<file path="src/rtl/meter_ctrl_pkg.sv">
// Shared taxi-meter definitions: trip state encoding and default wheel timeout,
// used by the meter controller and the display/fee blocks.
package meter_ctrl_pkg;

    typedef enum logic [1:0] {
        ST_IDLE = 2'd0,
        ST_RUN  = 2'd1,
        ST_WAIT = 2'd2,
        ST_HOLD = 2'd3
    } trip_state_t;

    // 1 s of wheel silence at 50 MHz before a moving trip counts as waiting.
    localparam logic [31:0] WHEEL_TIMEOUT_DEFAULT = 32'd50_000_000;

endpackage

</file>
<file path="src/rtl/meter_ctrl_sync_edge.sv">
// Two-flop synchronizer followed by a registered rising-edge pulse.
// An input that is already high when reset releases never produces a pulse.
module sync_edge (
    input  logic clk,
    input  logic rst_n,
    input  logic din,
    output logic rise
);

    logic meta;
    logic sync;
    logic sync_d;
    logic started;
    logic armed;

    // armed waits for the input to be seen low once after reset, so a key held
    // through reset must be released and pressed again before it counts.
    always_ff @(posedge clk or negedge rst_n) begin
        if (!rst_n) begin
            meta    <= 1'b0;
            sync    <= 1'b0;
            sync_d  <= 1'b0;
            started <= 1'b0;
            armed   <= 1'b0;
            rise    <= 1'b0;
        end else begin
            meta    <= din;
            sync    <= meta;
            sync_d  <= sync;
            started <= 1'b1;
            armed   <= armed | (started & ~meta);
            rise    <= armed & sync & ~sync_d;
        end
    end

endmodule

</file>
<file path="src/rtl/meter_ctrl.sv">
// Taxi trip controller: sequences IDLE/RUN/WAIT/HOLD from key and wheel edges,
// emits distance pulses, waiting-time enable and fee-clear strobes.
//
// state | meaning
// IDLE  | no trip, display cleared, waiting for start
// RUN   | cab moving, wheel edges produce distance pulses
// WAIT  | no wheel edge for WHEEL_TIMEOUT cycles, waiting time accrues
// HOLD  | trip ended, fare frozen until start or clear
module meter_ctrl
    import meter_ctrl_pkg::*;
#(
    parameter logic [31:0] WHEEL_TIMEOUT = WHEEL_TIMEOUT_DEFAULT
) (
    input  logic       clk,
    input  logic       rst_n,
    input  logic       start_key,
    input  logic       stop_key,
    input  logic       clr_key,
    input  logic       wheel,
    input  logic       max,
    output logic       wait_en,
    output logic       dist_pulse,
    output logic       fee_clr,
    output logic [1:0] state
);

    localparam logic [31:0] CNT_LAST = WHEEL_TIMEOUT - 32'd1;

    logic start_ev;
    logic stop_ev;
    logic clr_ev;
    logic wheel_ev;

    sync_edge u_sync_start (.clk(clk), .rst_n(rst_n), .din(start_key), .rise(start_ev));
    sync_edge u_sync_stop  (.clk(clk), .rst_n(rst_n), .din(stop_key),  .rise(stop_ev));
    sync_edge u_sync_clr   (.clk(clk), .rst_n(rst_n), .din(clr_key),   .rise(clr_ev));
    sync_edge u_sync_wheel (.clk(clk), .rst_n(rst_n), .din(wheel),     .rise(wheel_ev));

    trip_state_t state_q, state_nxt;
    logic [31:0] cnt_q, cnt_nxt;
    logic        wait_en_q, wait_en_nxt;
    logic        dist_q, dist_nxt;
    logic        fee_clr_q, fee_clr_nxt;

    always_ff @(posedge clk or negedge rst_n) begin
        if (!rst_n) begin
            state_q   <= ST_IDLE;
            cnt_q     <= '0;
            wait_en_q <= 1'b0;
            dist_q    <= 1'b0;
            fee_clr_q <= 1'b0;
        end else begin
            state_q   <= state_nxt;
            cnt_q     <= cnt_nxt;
            wait_en_q <= wait_en_nxt;
            dist_q    <= dist_nxt;
            fee_clr_q <= fee_clr_nxt;
        end
    end

    always_comb begin
        state_nxt   = state_q;
        cnt_nxt     = '0;
        dist_nxt    = 1'b0;
        fee_clr_nxt = 1'b0;
        case (state_q)
            ST_IDLE: begin
                if (start_ev) begin
                    state_nxt   = ST_RUN;
                    fee_clr_nxt = 1'b1;
                end
            end
            ST_RUN: begin
                if (stop_ev) begin
                    state_nxt = ST_HOLD;
                end else if (wheel_ev) begin
                    dist_nxt = !max;
                end else if (cnt_q == CNT_LAST) begin
                    state_nxt = ST_WAIT;
                end else begin
                    cnt_nxt = cnt_q + 32'd1;
                end
            end
            ST_WAIT: begin
                if (stop_ev) begin
                    state_nxt = ST_HOLD;
                end else if (wheel_ev) begin
                    state_nxt = ST_RUN;
                    dist_nxt  = !max;
                end
            end
            ST_HOLD: begin
                if (start_ev) begin
                    state_nxt   = ST_RUN;
                    fee_clr_nxt = 1'b1;
                end else if (clr_ev) begin
                    state_nxt   = ST_IDLE;
                    fee_clr_nxt = 1'b1;
                end
            end
            default: state_nxt = ST_IDLE;
        endcase
        // A clear followed at once by a start: the accumulator was cleared the
        // cycle before, so the second strobe is redundant and is dropped.
        if (fee_clr_q) fee_clr_nxt = 1'b0;
        wait_en_nxt = (state_nxt == ST_WAIT) && !max;
    end

    assign state      = state_q;
    assign wait_en    = wait_en_q;
    assign dist_pulse = dist_q;
    assign fee_clr    = fee_clr_q;

endmodule

</file>
<file path="config.mk">
export PLATFORM = sky130hd
export DESIGN_NAME = meter_ctrl
export DESIGN_NICKNAME = d
export VERILOG_FILES = /design/src/rtl/meter_ctrl_pkg.sv /design/src/rtl/meter_ctrl_sync_edge.sv /design/src/rtl/meter_ctrl.sv
export SDC_FILE = /design/constraint.sdc
export NUM_CORES = 1
export LEC_CHECK = 0
export CORE_UTILIZATION = 60
export DETAILED_ROUTE_END_ITERATION = 8
export GPL_ROUTABILITY_DRIVEN = 0
export PLACE_DENSITY = 0.78
export SYNTH_ARGS = -nofsm -noshare
export SYNTH_HDL_FRONTEND = slang
export SYNTH_SLANG_ARGS = --single-unit
</file>
<file path="constraint.sdc">
create_clock -name clk -period 4.45 [get_ports clk]
set_input_delay 0.89 -clock clk [delete_from_list [all_inputs] [get_ports clk]]
set_output_delay 0.89 -clock clk [all_outputs]
set_load 0.02 [all_outputs]
</file>
==> metrics.md <==
| Metric | Value |
|---|---|
| WS Path Type | flip-flop to flip-flop |
| Worst setup margin | between 1.5 and 2 ns |
| PwrDens | 449 nW/µm² |
| Final ANT Viol Nets | 0 |
| CP required | 4.61 ns |
| Worst Hold End | u_sync_start.sync |
| Row cnt | 23 |
| Clock latency on the worst-skew pair | 0.33 ns |
| Initial Util | 63.6% |
| Top_reg_cell synth | dfrtp_1 |
| Relative slew slack | 28.8% |
| Synth Net Count | 252 |
| Num CTS Buffers | 9 |
| Worst-Margin Slew | 1.07 ns |
| Hold depth | 0 |
| R2r endpoint | cnt_q[3] |
| Leak pwr | 0.00127 µW |
| Initial antenna violation count | 0 |
| Max frequency | 0.378 GHz |
| First-pass GRT wire length | 7540 µm |
| Mapped Area | 2580 µm² |
| Worst-path fanout max | 32 |
| Clock root buffer | clkbuf_8 |
| Sequential-to-total area share from yosys stat | a little under three fifths |
| Post-CTS sizing | 0 |
| GRT Total Usage | a little under a quarter |
| RSZ-0062 raised after global routing | no |
| Post-Route WL | 4420 µm |
| Worst vdd ir | 0.000294 V |
| Reg2reg path depth | 6 |
| Crit share post-route | between 50 and 60% |
| Status | finished clean |
| Drt pass-1 iters | 4 |
| Avg Inst Size Synth | 10.8 µm² |
| Count leader, synth | dfrtp_1 |
| # hold bufs at CTS | 0 |
| Total power | approximately 1300 µW |
| IO Port Bufs | 11 |
| MaxCap Viol Count | 0 |
| Drt drc | 0 |
| Dpl ws | 1.81 ns |
| Clk pin slew, worst setup/hold paths | 0.06 ns |
| CP Launch Type | flip-flop |
| Post-Synthesis Cells | 239 |
| Final hold viol count | 0 |
| Ranking of synthesized cells by area | dfrtp_1, xor2_1, nor2_1, nand4_1, xnor2_1 |
| Synth top cells by count | dfrtp_1, nor2_1, xor2_1, nand2_1, nand4_1 |
| Die area | 4560 µm² |
| Fraction of registers with async set/reset | 100% |
| Non-Filler Instances | 313 |
| Synthesis-to-finish area growth | 14.5% |
| CP Capture Type | flip-flop |
| Count of nets after finishing | about 270 |
| Total gr overflow | 0 |
| H-tree levels | 3 |
| IO Pins | 12 |
| Ys Warns | 0 |
| Postcts setup bufs | 0 |
| Vias in the first global route | 1663 |
| CTS tree | built |
| Filler cell count | 296 |
| Final hold slack | 0.371 ns |
| Fin Setup TNS | 0 ns |
| Setup violations, final | 0 |
| Arrival time of the worst setup path | 2.81 ns |
| Die X | about 68 µm |
| Flop2flop setup slack | 1.80 ns |
| Yosys top cell area share | 56.3% |
| FF-to-FF Start | cnt_q[0] |
| Post-synth EDFFs | 0 |
| Reg with most FFs | cnt_q |
| Via Count | 1766 |
| CTS sink cnt | 58 |
| Synth Register Bits | 58 |
| Synth unique cells | 36 |
| Max reg flops | 32 |
| Dpl cells | 297 |
| Share of post-route cells with drive strength above 1 | under 10% |
| DR iter-0 viols | between 100 and 150 |
| Antenna diodes | 0 |
| Final min period | 2.65 ns |
| Min-delay src | u_sync_start.meta |
| Hold crit path type | flip-flop to flip-flop |
| Chip Height | 67.6 µm |
| Fin. max-slew vios | 0 |
| Post-synth top area cell | dfrtp_1 |
| Largest net degree at the start of global routing | 59 |
| HPWL after detailed placement | 2900 µm |
| Wirelength per Cell | 14.1 µm |
| Vias per cell | 5.64 |
| CTS max path bufs | 2 |
| CORE AREA | 4060 µm² |
| Clk_skew | about 0.0053 ns |
[area by class of cell]
type,count,area (µm²),area share [%]
Clock buffer,12,165,5.59
Clock inverter,4,72.6,2.46
Inverter,11,41.3,1.40
Multi-Input combinational cell,165,1040,35.2
Sequential cell,58,1450,49.2
Tap cell,50,62.6,2.12
Timing Repair Buffer,13,120,4.07
[metal layers]
layer	vias to the layer above	global-route usage, %	part of all wire [%]	wire length, µm
met3	8	8.11	3.9	173
li1	848	-	-	-
met2	35	32.8	46	2010
met4	0	12.0	1.6	70
met1	875	31.9	49	2160
met5	-	0	0	0
[worst max-delay path by stage]
stage,startpoint,endpoint,slack (ns),depth (start not counted)
floorplan,cnt_q[0],cnt_q[23],2.55,8
global placement,cnt_q[0],cnt_q[11],1.91,6
detailed placement,cnt_q[0],cnt_q[8],1.81,6
CTS,cnt_q[0],cnt_q[3],1.78,6
global route,cnt_q[0],cnt_q[4],1.60,6
finish,cnt_q[0],cnt_q[3],1.80,6
[worst max-delay path, stage by stage, from the launching register on]
cell and delay [ns]:
dfrtp_1 0.39, ha_1 0.26, nand4_4 0.16, or4_4 0.57
nor3_2 0.11, or3_1 0.84, nor2_1 0.15
[through the flow]
step / util, % / instance area [µm²]
3_5_place_dp: 66.9 / 2720
5_1_grt: 72.8 / 2950
2_1_floorplan: - / 2580
6_report: 72.8 / 2950
3_3_place_gp: 66.9 / 2720
4_1_cts: 72.8 / 2950
[report_power, final]
group / switching, µW / total [µW] / internal (µW) / leakage, µW
combinational: 117 / 189 / 72.3 / 0.000396
clock: 199 / 559 / 360 / 0.000119
sequential: 24.2 / 576 / 552 / 0.000751
[layout by cell type, fill, tap and decap left out, drive strengths merged, types with 6 or more instances in the layout]
cell	count
a21oi	6
clkbuf	12
clkdlybuf4s50	10
dfrtp	58
ha	6
inv	11
nand2	16
nand3	9
nand4	16
nor2	40
nor4	8
xnor2	9
xor2	21
[cell families (layout without fill, tap and decap cells)]
group                    count (synthesis)  count (layout)  synth area share [%]
AND/OR/NAND/NOR                        109             109                  22.3
flip-flops                              58              58                  56.3
XOR/XNOR                                30              30                  10.2
AO/OA/AOI/OAI                           19              19                  4.76
buffers and inverters                   16              40                  3.40
adder cells (fa/ha/maj)                  6               6                  2.91
other                                    1               1                 0.145
Note: power is estimated with default switching activity, not from simulation.
